--- config.mk ---
export PLATFORM = sky130hd
export DESIGN_NAME = cache_controller_flat
export DESIGN_NICKNAME = d
export VERILOG_FILES = /design/src/rtl/cache_pkg.sv /design/src/rtl/cache_controller_if.sv /design/src/rtl/cache_tag_store.sv /design/src/rtl/cache_controller.sv /design/src/flat_wrapper.sv
export SDC_FILE = /design/constraint.sdc
export NUM_CORES = 2
export LEC_CHECK = 0
export ABC_AREA = 1
export BUFFER_PORTS_ARGS = -buffer_cell sky130_fd_sc_hd__buf_2
export CORE_AREA = 2 2 618 620
export CTS_BUF_LIST = sky130_fd_sc_hd__clkbuf_2 sky130_fd_sc_hd__clkbuf_4 sky130_fd_sc_hd__clkbuf_8
export CTS_CLUSTER_DIAMETER = 40
export DETAILED_ROUTE_END_ITERATION = 16
export DIE_AREA = 0 0 620 622
export PLACE_DENSITY_LB_ADDON = 0.3
export SYNTH_ARGS = -nofsm -noshare
export SYNTH_HDL_FRONTEND = slang
export SYNTH_SLANG_ARGS = --single-unit
--- constraint.sdc ---
create_clock -name clk -period 12.1 [get_ports clk]
set_clock_uncertainty 0.2 [all_clocks]
set_input_delay 1.21 -clock clk [delete_from_list [all_inputs] [get_ports clk]]
set_output_delay 1.21 -clock clk [all_outputs]
set_load 0.03 [all_outputs]
--- src/rtl/cache_pkg.sv ---
// Shared types and derived geometry for the direct-mapped write-through cache.
package cache_pkg;

    typedef enum logic [1:0] {
        IDLE   = 2'd0,
        LOOKUP = 2'd1,
        FILL   = 2'd2
    } state_t;

    localparam int CNT_W = 16;

    function automatic int tag_bits(input int addr_width, input int index_bits);
        return addr_width - index_bits;
    endfunction

    function automatic int num_lines(input int index_bits);
        return 1 << index_bits;
    endfunction

    function automatic logic [CNT_W-1:0] sat_inc(input logic [CNT_W-1:0] v);
        return (v == '1) ? v : v + 1'b1;
    endfunction

endpackage

--- src/rtl/cache_controller_if.sv ---
// CPU request/response and RAM bus; master = CPU/RAM side, slave = cache controller.
interface cache_controller_if #(
    parameter int DATA_WIDTH = 32,
    parameter int ADDR_WIDTH = 16
);
    logic                  cpu_req_valid;
    logic                  cpu_req_we;
    logic [ADDR_WIDTH-1:0] cpu_req_addr;
    logic [DATA_WIDTH-1:0] cpu_req_wdata;
    logic                  cpu_req_ready;
    logic                  cpu_resp_valid;
    logic [DATA_WIDTH-1:0] cpu_resp_rdata;
    logic                  mem_wr_en;
    logic                  mem_rd_en;
    logic [ADDR_WIDTH-1:0] mem_addr;
    logic [DATA_WIDTH-1:0] mem_w_data;
    logic [DATA_WIDTH-1:0] mem_r_data;

    modport master (
        output cpu_req_valid, cpu_req_we, cpu_req_addr, cpu_req_wdata, mem_r_data,
        input  cpu_req_ready, cpu_resp_valid, cpu_resp_rdata,
        input  mem_wr_en, mem_rd_en, mem_addr, mem_w_data
    );

    modport slave (
        input  cpu_req_valid, cpu_req_we, cpu_req_addr, cpu_req_wdata, mem_r_data,
        output cpu_req_ready, cpu_resp_valid, cpu_resp_rdata,
        output mem_wr_en, mem_rd_en, mem_addr, mem_w_data
    );
endinterface

--- src/rtl/cache_tag_store.sv ---
// Valid + tag arrays in flops: async hit lookup, single-line fill, flush-all.
// Zero-cycle lookup; fill/flush take effect at the clock edge; flush beats fill.
module cache_tag_store
    import cache_pkg::*;
#(
    parameter int ADDR_WIDTH = 16,
    parameter int INDEX_BITS = 6
) (
    input  logic                  clk,
    input  logic                  rst_n,
    input  logic [ADDR_WIDTH-1:0] i_addr,
    input  logic                  i_fill,
    input  logic                  i_flush,
    output logic                  o_hit
);
    localparam int TAG_BITS  = tag_bits(ADDR_WIDTH, INDEX_BITS);
    localparam int NUM_LINES = num_lines(INDEX_BITS);

    logic [NUM_LINES-1:0] r_valid;
    logic [TAG_BITS-1:0]  r_tag [NUM_LINES];
    logic [INDEX_BITS-1:0] w_idx;
    logic [TAG_BITS-1:0]   w_tag;

    assign w_idx = i_addr[INDEX_BITS-1:0];
    assign w_tag = i_addr[ADDR_WIDTH-1:INDEX_BITS];
    assign o_hit = r_valid[w_idx] && (r_tag[w_idx] == w_tag);

    always_ff @(posedge clk or negedge rst_n) begin
        if (!rst_n) begin
            r_valid <= '0;
            for (int i = 0; i < NUM_LINES; i++) r_tag[i] <= '0;
        end else if (i_flush) begin
            r_valid <= '0;
        end else if (i_fill) begin
            r_valid[w_idx] <= 1'b1;
            r_tag[w_idx]   <= w_tag;
        end
    end
endmodule

--- src/rtl/cache_controller.sv ---
// Direct-mapped, write-through, no-write-allocate cache, one word per line, one request in flight.
// Hit/write respond 1 cycle after accept, read miss 2 cycles; ready only in IDLE without a flush.
module cache_controller
    import cache_pkg::*;
#(
    parameter int DATA_WIDTH = 32,
    parameter int ADDR_WIDTH = 16,
    parameter int INDEX_BITS = 6
) (
    input  logic             clk,
    input  logic             rst_n,
    cache_controller_if.slave bus,
    input  logic             inv_all,
    output logic [CNT_W-1:0] hit_cnt,
    output logic [CNT_W-1:0] miss_cnt
);
    localparam int NUM_LINES = num_lines(INDEX_BITS);

    state_t                r_state;
    logic                  r_we;
    logic [ADDR_WIDTH-1:0] r_addr;
    logic [DATA_WIDTH-1:0] r_wdata;
    logic [DATA_WIDTH-1:0] r_data [NUM_LINES];
    logic [CNT_W-1:0]      r_hit_cnt;
    logic [CNT_W-1:0]      r_miss_cnt;

    logic                  w_hit;
    logic                  w_flush;
    logic                  w_fill;
    logic [INDEX_BITS-1:0] w_idx;

    assign w_idx   = r_addr[INDEX_BITS-1:0];
    assign w_flush = (r_state == IDLE) && inv_all;
    assign w_fill  = (r_state == FILL);

    cache_tag_store #(
        .ADDR_WIDTH (ADDR_WIDTH),
        .INDEX_BITS (INDEX_BITS)
    ) u_tags (
        .clk     (clk),
        .rst_n   (rst_n),
        .i_addr  (r_addr),
        .i_fill  (w_fill),
        .i_flush (w_flush),
        .o_hit   (w_hit)
    );

    always_ff @(posedge clk or negedge rst_n) begin
        if (!rst_n) begin
            r_state    <= IDLE;
            r_we       <= 1'b0;
            r_addr     <= '0;
            r_wdata    <= '0;
            r_hit_cnt  <= '0;
            r_miss_cnt <= '0;
        end else begin
            case (r_state)
                IDLE: begin
                    if (!inv_all && bus.cpu_req_valid) begin
                        r_we    <= bus.cpu_req_we;
                        r_addr  <= bus.cpu_req_addr;
                        r_wdata <= bus.cpu_req_wdata;
                        r_state <= LOOKUP;
                    end
                end
                LOOKUP: begin
                    if (w_hit) r_hit_cnt  <= sat_inc(r_hit_cnt);
                    else       r_miss_cnt <= sat_inc(r_miss_cnt);
                    r_state <= (!r_we && !w_hit) ? FILL : IDLE;
                end
                FILL:    r_state <= IDLE;
                default: r_state <= IDLE;
            endcase
        end
    end

    // Data array needs no reset: a line is only read once its valid bit is set.
    always_ff @(posedge clk) begin
        if (r_state == LOOKUP && r_we && w_hit) r_data[w_idx] <= r_wdata;
        else if (w_fill)                        r_data[w_idx] <= bus.mem_r_data;
    end

    always_comb begin
        bus.cpu_req_ready  = (r_state == IDLE) && !inv_all;
        bus.cpu_resp_valid = 1'b0;
        bus.cpu_resp_rdata = '0;
        bus.mem_wr_en      = 1'b0;
        bus.mem_rd_en      = 1'b0;
        bus.mem_addr       = '0;
        bus.mem_w_data     = '0;
        case (r_state)
            LOOKUP: begin
                if (r_we) begin
                    bus.mem_wr_en      = 1'b1;
                    bus.mem_addr       = r_addr;
                    bus.mem_w_data     = r_wdata;
                    bus.cpu_resp_valid = 1'b1;
                end else if (w_hit) begin
                    bus.cpu_resp_valid = 1'b1;
                    bus.cpu_resp_rdata = r_data[w_idx];
                end else begin
                    bus.mem_rd_en = 1'b1;
                    bus.mem_addr  = r_addr;
                end
            end
            FILL: begin
                bus.cpu_resp_valid = 1'b1;
                bus.cpu_resp_rdata = bus.mem_r_data;
            end
            default: ;
        endcase
    end

    assign hit_cnt  = r_hit_cnt;
    assign miss_cnt = r_miss_cnt;
endmodule
--- src/flat_wrapper.sv ---
// flat-port wrapper written by rule: the top's interface ports become plain ports
module cache_controller_flat import cache_pkg::*;
#(
    parameter int DATA_WIDTH = 32,
    parameter int ADDR_WIDTH = 16,
    parameter int INDEX_BITS = 6
)
  (clk, rst_n, inv_all, hit_cnt, miss_cnt, bus_cpu_req_valid, bus_cpu_req_we, bus_cpu_req_addr, bus_cpu_req_wdata, bus_mem_r_data, bus_cpu_req_ready, bus_cpu_resp_valid, bus_cpu_resp_rdata, bus_mem_wr_en, bus_mem_rd_en, bus_mem_addr, bus_mem_w_data);
  cache_controller_if #(.DATA_WIDTH(DATA_WIDTH), .ADDR_WIDTH(ADDR_WIDTH)) bus_i ();
  input  logic clk;
  input  logic rst_n;
  input  logic inv_all;
  output logic [CNT_W-1:0] hit_cnt;
  output logic [CNT_W-1:0] miss_cnt;
  input wire logic [$bits(bus_i.cpu_req_valid)-1:0] bus_cpu_req_valid;
  input wire logic [$bits(bus_i.cpu_req_we)-1:0] bus_cpu_req_we;
  input wire logic [$bits(bus_i.cpu_req_addr)-1:0] bus_cpu_req_addr;
  input wire logic [$bits(bus_i.cpu_req_wdata)-1:0] bus_cpu_req_wdata;
  input wire logic [$bits(bus_i.mem_r_data)-1:0] bus_mem_r_data;
  output wire logic [$bits(bus_i.cpu_req_ready)-1:0] bus_cpu_req_ready;
  output wire logic [$bits(bus_i.cpu_resp_valid)-1:0] bus_cpu_resp_valid;
  output wire logic [$bits(bus_i.cpu_resp_rdata)-1:0] bus_cpu_resp_rdata;
  output wire logic [$bits(bus_i.mem_wr_en)-1:0] bus_mem_wr_en;
  output wire logic [$bits(bus_i.mem_rd_en)-1:0] bus_mem_rd_en;
  output wire logic [$bits(bus_i.mem_addr)-1:0] bus_mem_addr;
  output wire logic [$bits(bus_i.mem_w_data)-1:0] bus_mem_w_data;
  assign bus_i.cpu_req_valid = bus_cpu_req_valid;
  assign bus_i.cpu_req_we = bus_cpu_req_we;
  assign bus_i.cpu_req_addr = bus_cpu_req_addr;
  assign bus_i.cpu_req_wdata = bus_cpu_req_wdata;
  assign bus_i.mem_r_data = bus_mem_r_data;
  assign bus_cpu_req_ready = bus_i.cpu_req_ready;
  assign bus_cpu_resp_valid = bus_i.cpu_resp_valid;
  assign bus_cpu_resp_rdata = bus_i.cpu_resp_rdata;
  assign bus_mem_wr_en = bus_i.mem_wr_en;
  assign bus_mem_rd_en = bus_i.mem_rd_en;
  assign bus_mem_addr = bus_i.mem_addr;
  assign bus_mem_w_data = bus_i.mem_w_data;
  cache_controller #(.DATA_WIDTH(DATA_WIDTH), .ADDR_WIDTH(ADDR_WIDTH), .INDEX_BITS(INDEX_BITS)) u_core (.clk(clk), .rst_n(rst_n), .bus(bus_i), .inv_all(inv_all), .hit_cnt(hit_cnt), .miss_cnt(miss_cnt));
endmodule
======== Word level (Yosys, flattened, before mapping) ========
Memories as Yosys holds them, arrays and structs flattened.
Index checks and enable logic that the tools add are counted.
word-level totals
  memories kept ........................... 1
  input port bits ......................... 85
  bits in registers ....................... 787
  output and inout port bits .............. 116
  memory bits (writable) .................. 2048
memories
  name           depth  bits a word  read ports  clocked after Yosys merged registers in  wr ports  line                    RTL
  u_core.r_data  64     32           1           0                                        1         cache_controller.sv:23  logic [DATA_WIDTH-1:0] r_data [NUM_LINES];
operators by class
  reductions and logical operators ........ 18
  equal/unequal tests ..................... 6
  magnitude comparators ................... 4
  $add $sub $neg .......................... 2
  bitwise gates (word level) .............. 7
  muxes and demuxes ....................... 37
operators by type and width
  kind                   count
  $bwmux 640             1
  $mux 32                5
  $mux 64                2
  $or 64x64->64          1
  $pmux 32 s2            1
  $bmux 10 s6            1
  $demux 10 s6           1
  $mux 16                3
  $add 16x1->16 const B  2
  $eq 16x16->1 const B   2
  $mux 10                3
  $mux 1                 14
  $eq 10x10->1           1
  $logic_and 1x1->1      9
  $ge 7x7->1 const B     1
  $lt 6x7->1 const B     1
  $lt 7x1->1 const B     1
  $not 6->7              1
  $bmux 1 s6             1
  $demux 1 s6            1
  $ge 6x1->1 const B     1
  $reduce_and 3->1       2
  $mux 2                 2
  $not 1->1              4
  other kinds (10)       13

======== Depth between registers and ports, before layout ========
  word-level depth ........................ 10
  mapped depth ............................ 24
  gate-level depth less buffers ........... 21

======== Cells and area by module ========
Synthesis repeated with hierarchy kept, for this count alone.
unflattened totals
  cell total of the unflattened synthesis .. 13078
  area, all modules ....................... 123333.3 um^2
modules (own cells, without submodules)
  module            area an instance (um^2)  times used  cells each  sequential area each (um^2)
  cache_controller  90584.4                  1           8993        63576.0
  cache_tag_store   32748.9                  1           4085        17616.9

======== Least setup slack after synthesis ========
OpenSTA, ideal clock, no wires.
  path kind ............................... reg2reg
  start ................................... register u_core.r_addr[0]
  end ..................................... memory u_core.r_data[10][0] (enable)
  arrival time ............................ 3701 ps
  required time ........................... 11479 ps
  stages on the path, launching flop included .. 21
  setup time .............................. 421 ps
  slack ................................... 7777 ps
  path buffers ............................ 3
  cell sequence ........................... dfrtp_1 > inv_2 > buf_2 > clkbuf_1 > nand2_1 > nand3_1 > nand2_1 > o21ai_0 > nand2_1 > nor2_1 > nand2_1 > nand2_1 > nand2_1 > nor2_1 > nand2_1 > nor2_4 > nand3_2 > nand2_1 > inv_2 > buf_6 > nor2_1
between the ends
  longest elaborated chain between the ends .. 10
RTL lines
  item                                        line                                            RTL
  from (decl)                                 cache_controller.sv:21                          logic [ADDR_WIDTH-1:0] r_addr;
  from (signal assigned)                      cache_controller.sv:61                          r_addr <= bus.cpu_req_addr;
  $not 6->7 (implied by the code)             cache_tag_store.sv:26                           assign o_hit = r_valid[w_idx] && (r_tag[w_idx] == w_tag);
  $bmux 10 s6                                 cache_tag_store.sv:26
  $mux 10 (implied by the code) (2 in a row)  cache_tag_store.sv:26
  $eq 10x10->1                                cache_tag_store.sv:26
  $logic_and 1x1->1                           cache_tag_store.sv:26
  $logic_and 1x1->1                           cache_controller.sv:79                          if (r_state == LOOKUP && r_we && w_hit) r_data[w_idx] <= r_wdata;
  $mux 1                                      cache_controller.sv:79
  $mux 1, on equally long branches            cache_controller.sv:79, cache_controller.sv:80
  $or 1x1->1 (no line)                        -
  to (decl)                                   cache_controller.sv:23
Parallel ways exist; a longest one is shown, timed or not. The select of a mux whose other input is x is not followed.

======== Final worst setup path ========
  start ................................... register u_core.r_addr[0]
  end ..................................... output bus_cpu_resp_rdata[8]
between the ends
  longest elaborated chain between the ends .. 9
RTL lines
  item                                        line                    RTL
  $not 6->7 (implied by the code)             cache_tag_store.sv:26
  $bmux 10 s6                                 cache_tag_store.sv:26
  $mux 10 (implied by the code) (2 in a row)  cache_tag_store.sv:26
  $eq 10x10->1                                cache_tag_store.sv:26
  $logic_and 1x1->1                           cache_tag_store.sv:26
  $mux 32 (*)                                 cache_controller.sv:98  end else if (w_hit) begin
  $mux 32 (*)                                 cache_controller.sv:93  if (r_we) begin
  $pmux 32 s2 (*)                             cache_controller.sv:91  case (r_state)
  to (decl)                                   flat_wrapper.sv:22      output wire logic [$bits(bus_i.cpu_resp_rdata)-1:0] bus_cpu_resp_rdata;
Mark *: on every way between the ends. The rest lies on a longest branch, timed or not. The select of a mux whose other input is x is not followed.

==> summary.md <==
| Metric | Value |
|---|---|
| Status | completed |
| Top cell type's share of synthesized area | 54.2% |
| Crit. End Element | output port |
| Via count | 77200 |
| Startpoint types | register |
| Final TNS setup | 0 ns |
| WHS Path Cells | 3 |
| Power Internal | 0.0199 W |
| Width of the die | 620 microns |
| Fmax | 115 MHz |
| Fin nets | 10200 |
| Slew Limit Fails | 0 |
| H-tree depth | 5 |
| PortBufs | 200 |
| DR iter-0 viols | 8609 |
| Average cell area after synthesis | 11.4 sq um |
| Fraction of layout cells with a size suffix above 1 | 12.8% |
| Vias in the first global route | 73800 |
| Worst R2R Path Depth | 19 |
| Post-synth top flop | edfxtp_1 |
| Clock Power Share | 26.6% |
| Psw | 0.0130 W |
| Mapped Cells | 9907 |
| CTS sink count | 2835 |
| First-pass GRT wire length | 529 mm |
| Clock Path Buffers | 4 |
| Seq/Total Area, Yosys | 71.6% |
| Hold Slack | 0.128 ns |
| Final instance area | 130000 sq um |
| Clock network latency to the later pin of the worst-skew pair | 1.14 ns |
| Residual DRC | 0 |
| Clock-pin slew on the worst setup and hold paths | 0.06 ns |
| P per Cell Area | 253 nW/um^2 |
| Syn nets | 9997 |
| R2R Path Start | u_core.r_addr[0]$_DFFE_PN0P_ |
| Top Ports | 201 |
| Finish-stage setup viols | 0 |
| Net Sw Frac | 39.6% |
| Flop and latch count out of synthesis | 2835 |
| Setup repair bufs after CTS | 0 |
| FF-to-FF setup slack | 3.44 ns |
| GRT overflow | 0 |
| Combinational fraction of design power | 33.0% |
| Die Ht | 622 microns |
| Die Area | 386000 sq um |
| Syn-to-layout area delta | 14.4% |
| Critical path class | reg -> out |
| CTS tree | yes |
| Leakage power | 47.7 nW |
| Clk Tree Root Cell | clkbuf_8 |
| Antenna violations before repair | 10 |
| First-pass DRT Iterations | 6 |
| Placed Area | 120000 sq um |
| Period utilization | 72.0% |
| Actual slew at the worst max-slew pin | 1.27 ns |
| Synth warnings | 0 |
| Synth unique cells | 45 |
| Worst Path Arrival | 7.30 ns |
| Final Critical Period | 8.71 ns |
| Routed Wire Length | 368 mm |
| CTS Buf Count | 472 |
| Total core area | 378000 sq um |
| Required time of the critical path | 10.69 ns |
| Hold path start | bus_cpu_req_wdata[0] |
| Top post-synthesis cells by area | edfxtp_1, dfrtp_1, nand2_1 |
| Routed WL per cell | 23.7 microns |
| Final Hold Viols | 0 |
| Largest net degree at the start of global routing | 194 |
| RSZ-0062 raised after global routing | no |
| Async S/R FF share, synth | 27.8% |
| Placer Congestion | 0.912 |
| HP Class | in -> reg |
| DP HPWL | 208 mm |
| Slew HR | 15.4% |
| ANT nets after route | 0 |
| Max Fanout on Critical Path | 141 |
| Flop pwr share | 40.3% |
| Synthesized cell area | 113000 sq um |
| Area leader, netlist | edfxtp_1 |
| Hold Path Sink | u_core.r_wdata[0]$_DFFE_PN0P_ |
| Maximum vdd drop | 260 uV |
| Max Cap Violations | 0 |
| EDFF count, synth | 2048 |
| Vias per cell | 4.99 |
| Final Core Density | 34.3% |
| Crit Reg-Reg Endpoint | u_core.r_data[59][12]$_DFFE_PP_ |
| Starting Density | 30.0% |
| GR Util All Layers | 18.5% |
| # rows | 226 |
cell families after synthesis:
group | share of synthesized area (%)
xor gates and xnor gates | 0.147
buffers and inverters | 4.45
adders and majority gates | 0.0552
AOI/OAI and AO/OA | 10.8
DFF | 71.6
and+or+nand+nor | 12.9
power groups by stage:
stage                     logic [W]  clock network (W)  registers, W
after floorplan             0.00594                  0        0.0133
after global placement       0.0108                  0        0.0134
after detailed placement     0.0108                  0        0.0134
after CTS                    0.0109            0.00889        0.0132
after global routing         0.0116            0.00932        0.0133
final                        0.0109            0.00875        0.0133
final cells by class:
type | count | area [sq um]
antenna | 10 | 25.0
clock buffer | 663 | 8170
clock inverter | 185 | 1520
fill | 37600 | 249000
inverter | 617 | 2330
multi-input combinational | 5803 | 27900
sequential | 2835 | 81200
tap | 5016 | 6280
timing repair buffer | 357 | 2370
layer usage:
layer / vias up / track usage (%) / part of all wire [%]
li1: 35000 / - / -
met1: 38900 / 25.2 / 43
met2: 2823 / 30.2 / 47
met3: 523 / 2.91 / 6.7
met4: 0 / 5.76 / 3.2
met5: - / 0 / 0
stage by stage:
| stage | power, W | setup slack, ns | std cells |
|---|---|---|---|
| 2_1_floorplan | 0.0193 | 7.78 | 9907 |
| 3_3_place_gp | 0.0242 | 3.80 | 14600 |
| 3_5_place_dp | 0.0243 | 3.81 | 14600 |
| 4_1_cts | 0.0330 | 3.21 | 15500 |
| 5_1_grt | 0.0343 | 3.04 | 15500 |
| 6_report | 0.0329 | 3.39 | 15500 |
flip-flops by register name, indices dropped and copies added, names as in the netlist:
name and cells:
u_core.r_we 1, u_core.r_addr 16, u_core.miss_cnt 16, u_core.r_data 2048
u_core.hit_cnt 16, u_core.r_wdata 32, u_core.u_tags.r_valid 64, u_core.r_state 2
u_core.u_tags.r_tag 640
worst max-delay path, cell delays in order (launching register included):
cell,delay [ns]
dfrtp_4,1.04
inv_8,0.49
buf_4,0.52
nand2_8,0.61
buf_4,0.82
o22ai_1,0.14
nor2_1,0.15
nand2_1,0.10
nand2_1,0.11
nand2_1,0.25
nor2_1,0.58
nand2_1,0.22
nor2_1,0.17
nand4_1,0.19
a21oi_1,0.22
buf_2,0.25
placed cells by master (no fill, tap or decap), types with 9 or more instances in the layout:
cell | Yosys | routed
bufinv_16 | 0 | 20
clkbuf_8 | 0 | 511
clkinv_2 | 0 | 40
xor2_1 | 13 | 13
o21ai_1 | 50 | 50
buf_4 | 12 | 142
nand4_1 | 49 | 49
o21ai_0 | 816 | 816
diode_2 | 0 | 10
nand3_1 | 279 | 279
buf_12 | 0 | 14
clkbuf_4 | 0 | 152
nand2_1 | 2128 | 2088
dfrtp_1 | 787 | 785
inv_2 | 8 | 17
nor3_1 | 51 | 46
inv_1 | 606 | 596
o211ai_1 | 159 | 159
a21o_1 | 16 | 16
nor2_4 | 2 | 69
o31ai_1 | 12 | 12
buf_2 | 155 | 199
edfxtp_1 | 2048 | 2048
nand2_4 | 2 | 10
o2111ai_1 | 9 | 9
o22ai_1 | 738 | 738
clkinv_1 | 3 | 88
clkinvlp_4 | 0 | 16
nand2_2 | 3 | 34
a21oi_1 | 223 | 223
or2_2 | 74 | 74
nand3b_1 | 10 | 10
o22a_1 | 73 | 73
nor2_1 | 1051 | 985
cells in the mapped netlist (3+ instances only):
master	n
o2111ai_1	9
ha_1	5
o21ai_1	50
clkbuf_1	385
buf_4	12
o22a_1	73
o31ai_1	12
o22ai_1	738
xor2_1	13
a21o_1	16
inv_2	8
nor4_1	7
edfxtp_1	2048
o21ai_0	816
nor2_1	1051
a21oi_1	223
or2_2	74
nand4_1	49
nor3_1	51
nand3b_1	10
buf_1	94
buf_6	6
nor3_2	3
or2_0	6
nand2_2	3
dfrtp_1	787
xnor2_1	6
nand3_1	279
o211ai_1	159
o221ai_1	7
inv_1	606
nand2_1	2128
buf_2	155
clkinv_1	3
timing repair:
| item | in CTS | in global routing |
|---|---|---|
| hold buffers | 1 | 0 |
| resized for setup | 0 | 0 |
| hold endpoints to repair | 87 | 0 |
how the worst max path moves through the flow:
stage,endpoint,cells past startpoint,from
after global routing,bus_mem_addr[1],18,u_core.r_addr[0]$_DFFE_PN0P_
after detailed placement,u_core.r_data[52][23]$_DFFE_PP_,19,u_core.r_addr[0]$_DFFE_PN0P_
after global placement,u_core.r_data[52][10]$_DFFE_PP_,19,u_core.r_addr[0]$_DFFE_PN0P_
final,bus_cpu_resp_rdata[8],15,u_core.r_addr[0]$_DFFE_PN0P_
after floorplan,u_core.r_data[10][0]$_DFFE_PP_,20,u_core.r_addr[0]$_DFFE_PN0P_
after CTS,bus_cpu_resp_rdata[11],15,u_core.r_addr[0]$_DFFE_PN0P_
Power figures use the tool's default switching activity.
